<file path="config.mk">
export PLATFORM = sky130hd
export DESIGN_NAME = bullet_scheduler_flat
export DESIGN_NICKNAME = d
export VERILOG_FILES = /design/src/rtl/shooter_pkg.sv /design/src/rtl/bullet_scheduler_if.sv /design/src/rtl/bullet_slot.sv /design/src/rtl/bullet_scheduler.sv /design/src/flat_wrapper.sv
export SDC_FILE = /design/constraint.sdc
export NUM_CORES = 1
export LEC_CHECK = 0
export BUFFER_PORTS_ARGS = -buffer_cell sky130_fd_sc_hd__buf_2
export CAP_MARGIN = 0
export CORE_MARGIN = 3
export CORE_UTILIZATION = 59
export CTS_CLUSTER_SIZE = 40
export DETAILED_ROUTE_END_ITERATION = 8
export PLACE_DENSITY = 0.95
export SLEW_MARGIN = 20
export SYNTH_ARGS = -nofsm -noshare
export SYNTH_HDL_FRONTEND = slang
export SYNTH_SLANG_ARGS = --single-unit
</file>
<file path="constraint.sdc">
create_clock -name clk_10ms -period 5.95 [get_ports clk_10ms]
set_input_delay 0.2975 -clock clk_10ms [delete_from_list [all_inputs] [get_ports clk_10ms]]
set_output_delay 0.2975 -clock clk_10ms [all_outputs]
set_load 0.05 [all_outputs]
</file>
<file path="src/rtl/shooter_pkg.sv">
// Shared playfield constants, coordinate type and shot FSM states for the
// player's bullet pool.
package shooter_pkg;

    typedef logic [9:0] coord_t;

    localparam int unsigned TOP_Y   = 71;
    localparam int unsigned X_MIN   = 199;
    localparam int unsigned X_MAX   = 489;
    localparam int unsigned Y_MIN   = 90;
    localparam int unsigned Y_MAX   = 453;
    localparam int unsigned NOSE_DY = 19;

    // Horizontal offset of each bullet from the plane centre in twin-shot mode
    localparam int unsigned TWIN_DX = 8;

    typedef enum logic [1:0] {
        ST_ARMED    = 2'd0,
        ST_COOLDOWN = 2'd1,
        ST_HALT     = 2'd2
    } shot_state_t;

endpackage

</file>
<file path="src/rtl/bullet_scheduler_if.sv">
// Bus between the plane/collision logic (master) and the bullet scheduler
// (slave). Bullet coordinates are packed 10 bits per slot, slot 0 lowest.
interface bullet_scheduler_if #(
    parameter int unsigned NSLOT = 8
) ();
    import shooter_pkg::*;

    logic                  gameover;
    logic                  fire;
    coord_t                planex;
    coord_t                planey;
    logic [NSLOT-1:0]      hit;
    logic [NSLOT-1:0]      bullet_valid;
    logic [NSLOT*10-1:0]   bullet_x;
    logic [NSLOT*10-1:0]   bullet_y;
    logic                  fired;

    modport master (
        output gameover, fire, planex, planey, hit,
        input  bullet_valid, bullet_x, bullet_y, fired
    );

    modport slave (
        input  gameover, fire, planex, planey, hit,
        output bullet_valid, bullet_x, bullet_y, fired
    );

endinterface

</file>
<file path="src/rtl/bullet_slot.sv">
// One bullet slot: loads a spawn position, then climbs SPEED pixels per tick
// until it is hit, reaches the playfield top, or the pool is cleared.
// Position is kept after the slot retires.
module bullet_slot
    import shooter_pkg::*;
#(
    parameter int unsigned SPEED = 3
) (
    input  logic   clk_10ms,
    input  logic   rst_n,
    input  logic   spawn,
    input  coord_t spawn_x,
    input  coord_t spawn_y,
    input  logic   hit,
    input  logic   clear,
    output logic   valid,
    output coord_t x,
    output coord_t y
);

    // A bullet below this line retires instead of moving, so y never wraps
    localparam coord_t RETIRE_Y = coord_t'(TOP_Y + SPEED);
    localparam coord_t STEP     = coord_t'(SPEED);

    // Slot state: clear beats spawn beats hit beats retire beats move
    always_ff @(posedge clk_10ms or negedge rst_n) begin
        if (!rst_n) begin
            valid <= 1'b0;
            x     <= '0;
            y     <= '0;
        end else if (clear) begin
            valid <= 1'b0;
        end else if (spawn) begin
            valid <= 1'b1;
            x     <= spawn_x;
            y     <= spawn_y;
        end else if (valid) begin
            if (hit) begin
                valid <= 1'b0;
            end else if (y < RETIRE_Y) begin
                valid <= 1'b0;
            end else begin
                y <= y - STEP;
            end
        end
    end

endmodule

</file>
<file path="src/rtl/bullet_scheduler.sv">
// Player bullet pool: cooldown-throttled fire FSM, lowest-free-slot
// allocation and NSLOT bullet_slot instances.
// Optional build macro: BULLET_TWIN_SHOT_EN (two bullets per shot at
// planex-8 / planex+8 when two slots are free).
module bullet_scheduler
    import shooter_pkg::*;
#(
    parameter int unsigned NSLOT    = 8,
    parameter int unsigned COOLDOWN = 15,
    parameter int unsigned SPEED    = 3,
    parameter int unsigned NOSE_DY  = shooter_pkg::NOSE_DY
) (
    input  logic              clk_10ms,
    input  logic              rst_n,
    bullet_scheduler_if.slave bus
);

    localparam int unsigned IW = $clog2(NSLOT);
    localparam int unsigned CW = (COOLDOWN > 2) ? $clog2(COOLDOWN) : 1;

    shot_state_t      state, state_n;
    logic [CW-1:0]    cnt, cnt_n;
    logic             fired_q, fired_n;
    logic             shoot;

    logic [NSLOT-1:0] valid;
    logic [NSLOT-1:0] spawn_vec;
    coord_t           spawn_x [NSLOT];
    coord_t           spawn_y;

    logic             any_free;
    logic [IW-1:0]    first_idx;
`ifdef BULLET_TWIN_SHOT_EN
    logic             second_free;
    logic [IW-1:0]    second_idx;
`endif

    assign spawn_y = bus.planey - coord_t'(NOSE_DY);

    // Lowest (and in twin mode second-lowest) free slot from registered valid
    always_comb begin
        any_free  = 1'b0;
        first_idx = '0;
`ifdef BULLET_TWIN_SHOT_EN
        second_free = 1'b0;
        second_idx  = '0;
`endif
        for (int unsigned i = 0; i < NSLOT; i++) begin
            if (!valid[i]) begin
                if (!any_free) begin
                    any_free  = 1'b1;
                    first_idx = IW'(i);
                end
`ifdef BULLET_TWIN_SHOT_EN
                else if (!second_free) begin
                    second_free = 1'b1;
                    second_idx  = IW'(i);
                end
`endif
            end
        end
    end

    // Fire FSM next state, cooldown count and shot decision
    always_comb begin
        state_n = state;
        cnt_n   = cnt;
        fired_n = 1'b0;
        shoot   = 1'b0;
        if (bus.gameover) begin
            state_n = ST_HALT;
            cnt_n   = '0;
        end else begin
            unique case (state)
                ST_ARMED: begin
                    if (bus.fire && (bus.planex != '0) && any_free) begin
                        shoot   = 1'b1;
                        fired_n = 1'b1;
                        cnt_n   = CW'(COOLDOWN - 1);
                        state_n = ST_COOLDOWN;
                    end
                end
                ST_COOLDOWN: begin
                    if (cnt == '0) begin
                        state_n = ST_ARMED;
                    end else begin
                        cnt_n = cnt - CW'(1);
                    end
                end
                ST_HALT: begin
                    state_n = ST_ARMED;
                end
                default: begin
                    state_n = ST_ARMED;
                    cnt_n   = '0;
                end
            endcase
        end
    end

    // Per-slot spawn enables and spawn x positions for this tick's shot
    always_comb begin
        spawn_vec = '0;
        for (int unsigned i = 0; i < NSLOT; i++) begin
            spawn_x[i] = bus.planex;
        end
        if (shoot) begin
`ifdef BULLET_TWIN_SHOT_EN
            if (second_free) begin
                spawn_vec[first_idx]  = 1'b1;
                spawn_vec[second_idx] = 1'b1;
                spawn_x[first_idx]    = bus.planex - coord_t'(TWIN_DX);
                spawn_x[second_idx]   = bus.planex + coord_t'(TWIN_DX);
            end else begin
                spawn_vec[first_idx]  = 1'b1;
            end
`else
            spawn_vec[first_idx] = 1'b1;
`endif
        end
    end

    // FSM state, cooldown counter and fired pulse registers
    always_ff @(posedge clk_10ms or negedge rst_n) begin
        if (!rst_n) begin
            state   <= ST_ARMED;
            cnt     <= '0;
            fired_q <= 1'b0;
        end else begin
            state   <= state_n;
            cnt     <= cnt_n;
            fired_q <= fired_n;
        end
    end

    for (genvar g = 0; g < NSLOT; g++) begin : g_slot
        bullet_slot #(
            .SPEED (SPEED)
        ) u_slot (
            .clk_10ms (clk_10ms),
            .rst_n    (rst_n),
            .spawn    (spawn_vec[g]),
            .spawn_x  (spawn_x[g]),
            .spawn_y  (spawn_y),
            .hit      (bus.hit[g]),
            .clear    (bus.gameover),
            .valid    (valid[g]),
            .x        (bus.bullet_x[10*g +: 10]),
            .y        (bus.bullet_y[10*g +: 10])
        );
    end

    assign bus.bullet_valid = valid;
    assign bus.fired        = fired_q;

endmodule

</file>
<file path="src/flat_wrapper.sv">
// flat-port wrapper written by rule: the top's interface ports become plain ports
module bullet_scheduler_flat import shooter_pkg::*;
#(
    parameter int unsigned NSLOT    = 8,
    parameter int unsigned COOLDOWN = 15,
    parameter int unsigned SPEED    = 3,
    parameter int unsigned NOSE_DY  = shooter_pkg::NOSE_DY
)
  (clk_10ms, rst_n, bus_gameover, bus_fire, bus_planex, bus_planey, bus_hit, bus_bullet_valid, bus_bullet_x, bus_bullet_y, bus_fired);
  bullet_scheduler_if #(.NSLOT(NSLOT)) bus_i ();
  input  logic clk_10ms;
  input  logic rst_n;
  input wire logic [$bits(bus_i.gameover)-1:0] bus_gameover;
  input wire logic [$bits(bus_i.fire)-1:0] bus_fire;
  input wire logic [$bits(bus_i.planex)-1:0] bus_planex;
  input wire logic [$bits(bus_i.planey)-1:0] bus_planey;
  input wire logic [$bits(bus_i.hit)-1:0] bus_hit;
  output wire logic [$bits(bus_i.bullet_valid)-1:0] bus_bullet_valid;
  output wire logic [$bits(bus_i.bullet_x)-1:0] bus_bullet_x;
  output wire logic [$bits(bus_i.bullet_y)-1:0] bus_bullet_y;
  output wire logic [$bits(bus_i.fired)-1:0] bus_fired;
  assign bus_i.gameover = bus_gameover;
  assign bus_i.fire = bus_fire;
  assign bus_i.planex = bus_planex;
  assign bus_i.planey = bus_planey;
  assign bus_i.hit = bus_hit;
  assign bus_bullet_valid = bus_i.bullet_valid;
  assign bus_bullet_x = bus_i.bullet_x;
  assign bus_bullet_y = bus_i.bullet_y;
  assign bus_fired = bus_i.fired;
  bullet_scheduler #(.NSLOT(NSLOT), .COOLDOWN(COOLDOWN), .SPEED(SPEED), .NOSE_DY(NOSE_DY)) u_core (.clk_10ms(clk_10ms), .rst_n(rst_n), .bus(bus_i));
endmodule
</file>
# Word level (Yosys, flattened, before mapping)
# Index checks and enable logic that the tools add are counted.
# W data, S select, Z words.
dict set report op_classes {
  addsub 10
  order_cmp 10
  eq_ne 22
  mux 108
  bitwise 1
  n_reduce_logical 32
}
# cell count
set ops {}
lappend ops {{$mux W10} 32}
lappend ops {{$lt A10 B7 Y1 const B} 8}
lappend ops {{$sub A10 B2 Y10 const B} 8}
lappend ops {{$mux W1} 53}
lappend ops {{$mux W3} 13}
lappend ops {{$ne A2 B1 Y1 const B} 16}
lappend ops {{$reduce_and A4 Y1} 8}
lappend ops {{$reduce_and A2 Y1} 9}
lappend ops {{$reduce_bool A2 Y1} 8}
lappend ops {{$mux W4} 3}
lappend ops {{$pmux W4 S3} 1}
lappend ops {{$reduce_bool A10 Y1} 1}
lappend ops {{$sub A10 B5 Y10 const B} 1}
lappend ops {{$mux W8} 1}
lappend ops {{$mux W2} 3}
lappend ops {{$ne A3 B2 Y1 const B} 2}
lappend ops {{$logic_not A4 Y1} 1}
lappend ops {{$lt A3 B4 Y1 const B} 1}
lappend ops {{$pmux W2 S2} 1}
lappend ops {{$sub A4 B1 Y4 const B} 1}
lappend ops {{$demux W1 S3} 1}
lappend ops {{$ge A3 B1 Y1 const B} 1}
lappend ops {{$logic_and A1 B1 Y1} 3}
lappend ops {{$ne A3 B3 Y1 const B} 1}
lappend ops {{6 further kinds} 6}
dict set report word_totals {
  reg_bits 175
  output_inout_bits 169
  elab_cells 210
}

# Logic depth before layout (Yosys ltp)
dict set report depth {
  depth_word 21
  ltp_mapped 8
}

# Cells and area by module
# A second synthesis with hierarchy kept.
dict set report hier_totals {
  hier_cells 1070
  area_unflattened_um2 9880.7
}
# mod instances cells_per_inst area_each_um2
set modules_own_cells {}
lappend modules_own_cells {{bullet_slot at u_core.g_slot[0].u_slot ...} 7 122 1144.8}
lappend modules_own_cells {{bullet_slot at u_core.g_slot[7].u_slot} 1 130 1149.9}
lappend modules_own_cells {bullet_scheduler 1 86 716.9}

# Least setup slack after synthesis
# OpenSTA, ideal clock, no wires.
dict set report synth_timing {
  kind {in2reg}
  start {input bus_planex[6]}
  end {register u_core.g_slot[3].u_slot.x[2]}
  setup_ns 0.128
  t_arrival_ns 2.211
  path_slack_ns 3.611
  path_stages 8
  path_buffers 3
  path_cell_list {buf_2 -> or4_4 -> o311a_4 -> and3_4 -> buf_6 -> nand2_4 -> buf_8 -> mux2_1}
}
dict set report synth_between {
  elab_chain_cells 8
}
# item line_no
set synth_rtl {}
lappend synth_rtl {{start: declaration} flat_wrapper.sv:15} ;# input wire logic [$bits(bus_i.planex)-1:0] bus_planex;
lappend synth_rtl {{$reduce_bool A10 Y1} bullet_scheduler.sv:76} ;# if (bus.fire && (bus.planex != '0) && any_free) begin
lappend synth_rtl {{$logic_and A1 B1 Y1 (2 in series)} bullet_scheduler.sv:76}
lappend synth_rtl {{$mux W1} bullet_scheduler.sv:76}
lappend synth_rtl {{$mux W1} bullet_scheduler.sv:74} ;# unique case (state)
lappend synth_rtl {{$mux W1} bullet_scheduler.sv:70} ;# if (bus.gameover) begin
lappend synth_rtl {{$mux W8} bullet_scheduler.sv:107} ;# if (shoot) begin
lappend synth_rtl {{$reduce_and A2 Y1 (no line)} --}
lappend synth_rtl {{end signal: assignment} bullet_slot.sv:35} ;# x <= spawn_x;
lappend synth_rtl {{end: declaration} bullet_slot.sv:17} ;# output coord_t x,
# No other way between the ends.
# A chain may end at the register's enable or synchronous reset.

# Worst setup path after layout
dict set report layout_timing {
  start {register u_core.g_slot[3].u_slot.valid}
  end {register u_core.g_slot[5].u_slot.y[4]}
}
dict set report layout_between {
  elab_chain_cells 16
  elab_cells_between_ends 29
}
# item line_no
set layout_rtl {}
lappend layout_rtl {{start: declaration} bullet_slot.sv:16} ;# output logic valid,
lappend layout_rtl {{start signal: assignment} bullet_slot.sv:28} ;# valid <= 1'b0;
lappend layout_rtl {{start signal: assignment} bullet_slot.sv:32} ;# valid <= 1'b0;
lappend layout_rtl {{start signal: assignment} bullet_slot.sv:34} ;# valid <= 1'b1;
lappend layout_rtl {{$mux W3 or $mux W1 (tied branches)} bullet_scheduler.sv:49} ;# if (!valid[i]) begin
lappend layout_rtl {{$mux W3} bullet_scheduler.sv:50} ;# if (!any_free) begin
lappend layout_rtl {{$mux W3} bullet_scheduler.sv:49}
lappend layout_rtl {{$mux W3} bullet_scheduler.sv:50}
lappend layout_rtl {{$mux W3} bullet_scheduler.sv:49}
lappend layout_rtl {{$mux W3} bullet_scheduler.sv:50}
lappend layout_rtl {{$mux W3} bullet_scheduler.sv:49}
lappend layout_rtl {{$mux W3} bullet_scheduler.sv:50}
lappend layout_rtl {{$mux W3} bullet_scheduler.sv:49}
lappend layout_rtl {{$lt A3 B4 Y1 (not written as such) or $ge A3 B1 Y1 (tied branches)} bullet_scheduler.sv:118} ;# spawn_vec[first_idx] = 1'b1;
lappend layout_rtl {{$logic_and A1 B1 Y1 (not written as such)} bullet_scheduler.sv:118}
lappend layout_rtl {{$mux W1 (not written as such)} bullet_scheduler.sv:118}
lappend layout_rtl {{$demux W1 S3} --}
lappend layout_rtl {{$mux W8 *} bullet_scheduler.sv:107}
lappend layout_rtl {{$ne A2 B1 Y1 (no line) or $reduce_bool A2 Y1 (tied branches)} --}
lappend layout_rtl {{$reduce_and A4 Y1 (no line)} --}
lappend layout_rtl {{end signal: assignment} bullet_slot.sv:36} ;# y <= spawn_y;
lappend layout_rtl {{end signal: assignment} bullet_slot.sv:43} ;# y <= y - STEP;
lappend layout_rtl {{end: declaration} bullet_slot.sv:18} ;# output coord_t y
# Mark *: on every way between the ends. The rest lies on a longest branch, timed or not.

==> results.md <==
Clock tree:
- In this run the post-CTS setup repair buffer count came out at 0.
- The maximum root-to-sink buffer count is 2.
- The cts-stage hold buffer count is 0.
- The insertion delay of the later-clocked pin in the worst-skew pair is between 0.4 and 0.5 ns.
- The number of gates given a new drive strength after cts is 0.
- CTS built an H-tree with a depth of 4.
- The number of buffers created by CTS is 17.
- The cell at the root of the clock tree is sky130_fd_sc_hd__clkbuf_16.
- The clock transition at the registers of the reported paths is about 0.060 ns.
- Clock tree synthesis found a total of 175 sinks.
- The CTS tree is yes.

Global routing:
- The first global-routing pass estimated between 40 and 50 mm of wire.
- The initial antenna violation count is 0.
- After global routing the overflow that remains totals 0.
- The via count of the first global-routing pass is approximately 8.6k.
- The all-layer global routing usage is between 30% and 40%.
- The pin count of the biggest net entering global routing is approximately 110.

Synthesis:
- The total standard cell area after synthesis is 9314 µm².
- Summing the areas of all compound-gate instances in the mapped netlist gives 19.30% of the synthesized area.
- The synthesized netlist devotes 1.343% of its cell area to adder and majority cells.
- Of the post-synthesis cell area, the dominant cell type holds 47.02%.
- Multiplexer cells account for approximately 3.6% of the synthesized area.
- The synthesized netlist net count is ~1.0k.
- The synthesized area per cell is about 9 µm².
- In the post-synthesis netlist, the biggest area contributors are sky130_fd_sc_hd__dfrtp_1 (47%), sky130_fd_sc_hd__nand2_1 (9.6%), sky130_fd_sc_hd__mux2_1 (2.3%).
- After synthesis, the largest family of logic cells by area is simple AND/OR/NAND/NOR gates.
- sky130_fd_sc_hd__dfrtp_1 takes more of the synthesized area than any other cell.
- The share of synthesized registers carrying an async set or reset is 100.0%.
- The xor/xnor cell area share of the yosys netlist is between 1.5 and 2%.
- The simple logic cell fraction of the synthesized area is approximately 22%.
- The cell count after synthesis came out at ~1.0k.
- The most used flip-flop cell after synthesis is sky130_fd_sc_hd__dfrtp_1.
- Synthesis instantiated 88 different standard cells from the library.
- The Yosys step of the flow raised 0 warnings.
- The number of enable flip-flop cells after synthesis is 0.
- The sequential-to-total area share from yosys stat is a little under half.
- The number of storage elements in the synthesis netlist is around 180.

Floorplanning:
- The initial utilization of the core area, before any placement, comes to between 60% and 70%.
- The height of the die is ~130 µm.
- The die footprint is around 17000 µm².
- The horizontal die dimension is about 130 µm.
- For this design the top-level I/O count stands at 201.
- The cell row count is 45.
- The floorplan core area is between 15000 and 20000 µm².

STA:
- The worst slew margin relative to its limit is a little under a fifth.
- For this run, the top clock speed supported by timing is 307.2 MHz.
- The number of slew-limit violations in the final report is 0.
- The clock period could shrink to 3.255 ns.
- The worst clock skew on the final layout is roughly 0.0099 ns.
- Setup repair after global routing left no endpoint under its margin.
- In the final timing run, aggregate negative setup slack is 0 ns.
- The worst-case setup margin in the final layout is approximately 2.7 ns.
- The part of the cycle the worst path needs is a little over half.
- Across all hold checks on the routed design, the worst slack comes to -0.006135 ns.
- The final count of negative-setup-slack endpoints is 0.
- The slew at the pin with the worst max-slew slack is around 1.2 ns.
- The number of hold violations in the final report was 1.

Detailed routing:
- The number of detailed-route iterations in the first pass is 8.
- The initial detailed-routing violation count is 1200.
- The average wire per standard cell is between 20 and 25 µm.
- In the routed design, unresolved DRC markers number 0.
- The detailed router placed ~9.0k vias in this run.
- The final layout contains routed wiring with a total length of approximately 29 mm.
- The number of antenna-violating nets in the routed design is 0.
- The average via count per standard cell is around 6.5.

Place:
- Counting tap cells, the placed design contains a total of about 1.4k instances.
- The standard cell area after detailed placement is between 10000 and 15000 µm².
- The worst slack at placement is approximately 2.8 ns.
- Detailed placement ended at an HPWL of 19.75 mm.
- The final weighted congestion in routability-driven placement is 0.9257.
- The number of input and output port buffers inserted is 200.

Worst setup path:
- The number of buffers and inverters on the critical path is 0.
- For the worst setup path, the data arrival time is approximately 3.6 ns.
- The largest single stage delay on the critical path is 0.93 ns.
- The critical path goes through and3_1 -> o31ai_2 -> nand4_1 -> and3_1 -> or3_1.
- The worst setup path is captured at a register.
- The maximum fanout along the worst path is 21.
- The worst reg2reg path startpoint is u_core.g_slot[3].u_slot.valid.
- The launching element type of the critical path is a register.
- Counting stages on the worst path, the most repeated cell is sky130_fd_sc_hd__and3_1.
- The start point of the critical path is u_core.g_slot[3].u_slot.valid.
- The kind of critical path is reg2reg.
- The kind of cell with the highest combined delay along the critical path is simple AND/OR/NAND/NOR gates.
- The cell with the largest stage delay on the worst path is sky130_fd_sc_hd__nand4_1.
- Data on the critical path is required at its endpoint by 6.26 ns.

Layout:
- The multi-input combinational cell area is around 4500 µm².
- Cells fill 71.50% of the core in the end.
- Leaving out fill and tap cells, the most frequent cell in the layout is sky130_fd_sc_hd__nand2_1.
- The count of nets after finishing is around 1.2k.
- Cells with a size suffix above 1 make up a little under a quarter of the layout.
- Compared with the post-synthesis result, the final layout area differs by 17.56%.
- The number of inserted filler cells in the final layout is ~1.1k.
- The final cell area excluding filler cells is approximately 11000 µm².
- The library cells used most frequently in the layout, excluding fill and tap cells, are sky130_fd_sc_hd__nand2_1 (237), sky130_fd_sc_hd__buf_2 (199), sky130_fd_sc_hd__dfrtp_1 (175), sky130_fd_sc_hd__inv_1 (37), sky130_fd_sc_hd__a21oi_1 (37).
- The footprint of the flip-flops and latches is 4379 µm².
- The final instance count without filler cells is about 1.4k.

Hold path:
- The class of the worst hold path is in2async.

Job:
- The count of maximum capacitance violations is 0.

Outcome:
- The final reports fail on negative hold slack.
- The flow ran to the end, but the final reports show violations.

Power:
- In this run the static leakage power is 5.331 nW.
- The completed layout was analyzed and its total power is between 3 and 4 mW.
- VDD sags by at most around 0.00025 V.
- The power per unit of standard cell area is 294.8 nW/µm².
-- flip-flops by register name, indices dropped and copies added, names as in the netlist --
name	count
u_core.state	2
u_core.bus.fired	1
u_core.g_slot.u_slot.x	80
u_core.cnt	4
u_core.g_slot.u_slot.valid	8
u_core.g_slot.u_slot.y	80
-- Yosys cell counts, types with 4 or more instances --
cell type,number
sky130_fd_sc_hd__xor2_1,9
sky130_fd_sc_hd__o21ai_0,29
sky130_fd_sc_hd__ha_1,10
sky130_fd_sc_hd__a211oi_1,9
sky130_fd_sc_hd__or4_1,12
sky130_fd_sc_hd__nand4_1,14
sky130_fd_sc_hd__nor4_1,6
sky130_fd_sc_hd__a32oi_1,4
sky130_fd_sc_hd__o22ai_1,15
sky130_fd_sc_hd__nand2b_1,8
sky130_fd_sc_hd__o21ai_1,9
sky130_fd_sc_hd__o31a_1,5
sky130_fd_sc_hd__a21oi_1,37
sky130_fd_sc_hd__o31ai_1,5
sky130_fd_sc_hd__or3_1,14
sky130_fd_sc_hd__o2bb2a_1,6
sky130_fd_sc_hd__o22a_1,4
sky130_fd_sc_hd__mux2_1,19
sky130_fd_sc_hd__dfrtp_1,175
sky130_fd_sc_hd__a2bb2oi_1,8
sky130_fd_sc_hd__a22oi_1,11
sky130_fd_sc_hd__inv_1,37
sky130_fd_sc_hd__nand3_1,30
sky130_fd_sc_hd__or2_2,5
sky130_fd_sc_hd__a22o_1,6
sky130_fd_sc_hd__o41ai_1,4
sky130_fd_sc_hd__o221a_2,7
sky130_fd_sc_hd__nor4b_1,5
sky130_fd_sc_hd__o211ai_1,11
sky130_fd_sc_hd__and3_1,9
sky130_fd_sc_hd__nor2_1,36
sky130_fd_sc_hd__nor3_1,27
sky130_fd_sc_hd__a311oi_1,5
sky130_fd_sc_hd__nor2b_1,5
sky130_fd_sc_hd__a31oi_1,4
sky130_fd_sc_hd__buf_2,19
sky130_fd_sc_hd__clkbuf_1,32
sky130_fd_sc_hd__buf_4,8
sky130_fd_sc_hd__xnor2_1,9
sky130_fd_sc_hd__nand2_1,237
sky130_fd_sc_hd__o311ai_0,6
sky130_fd_sc_hd__nand3b_1,5
sky130_fd_sc_hd__a211o_1,7
sky130_fd_sc_hd__mux2i_1,11
-- layout make-up --
class                   count  area share, %
multi-input cells         728          41.17
inverters                  37          1.268
well taps                 211          2.411
repair buffers            207          9.713
flip-flops and latches    175          40.00
clock inverters            13          1.371
clock buffers              19          4.045
diodes                      1        0.02285
-- path summary, 6_finish.rpt --
check                                                to  slack, ns  depth (start not counted)
min in group clk_10ms      u_core.g_slot[5].u_slot.x[4]       0.19                          3
max in group asynchronous  u_core.g_slot[6].u_slot.x[0]       4.51                          2
min reg2reg                u_core.g_slot[4].u_slot.x[5]       0.47                          2
max reg2reg                u_core.g_slot[5].u_slot.y[4]       2.69                          5
max                        u_core.g_slot[5].u_slot.y[4]       2.69                          5
min                        u_core.g_slot[0].u_slot.y[5]     -0.006                          1
-- power breakdown --
group / leakage (nW) / internal (mW) / switching [mW]
sequential: 2.22 / 1.28 / 0.0967
clock: 0.291 / 0.639 / 0.507
combinational: 2.82 / 0.165 / 0.542
total: 5.33 / 2.08 / 1.15
-- cells by family after synthesis --
group | Yosys count
AOI/OAI and AO/OA | 235
xor gates and xnor gates | 18
adders and majority gates | 10
buffers and inverters | 102
DFF | 175
muxes | 31
and+or+nand+nor | 434
-- metal layers --
layer	vias up	wire length, µm	share of wire (%)	track usage, %
met2	623	13540	47	51.75
met3	105	3456	12	10.49
met1	4336	10710	37	41.51
met5	-	0	0	0
li1	3972	-	-	-
met4	0	1144	4.0	14.53
Power figures use the tool's default switching activity.
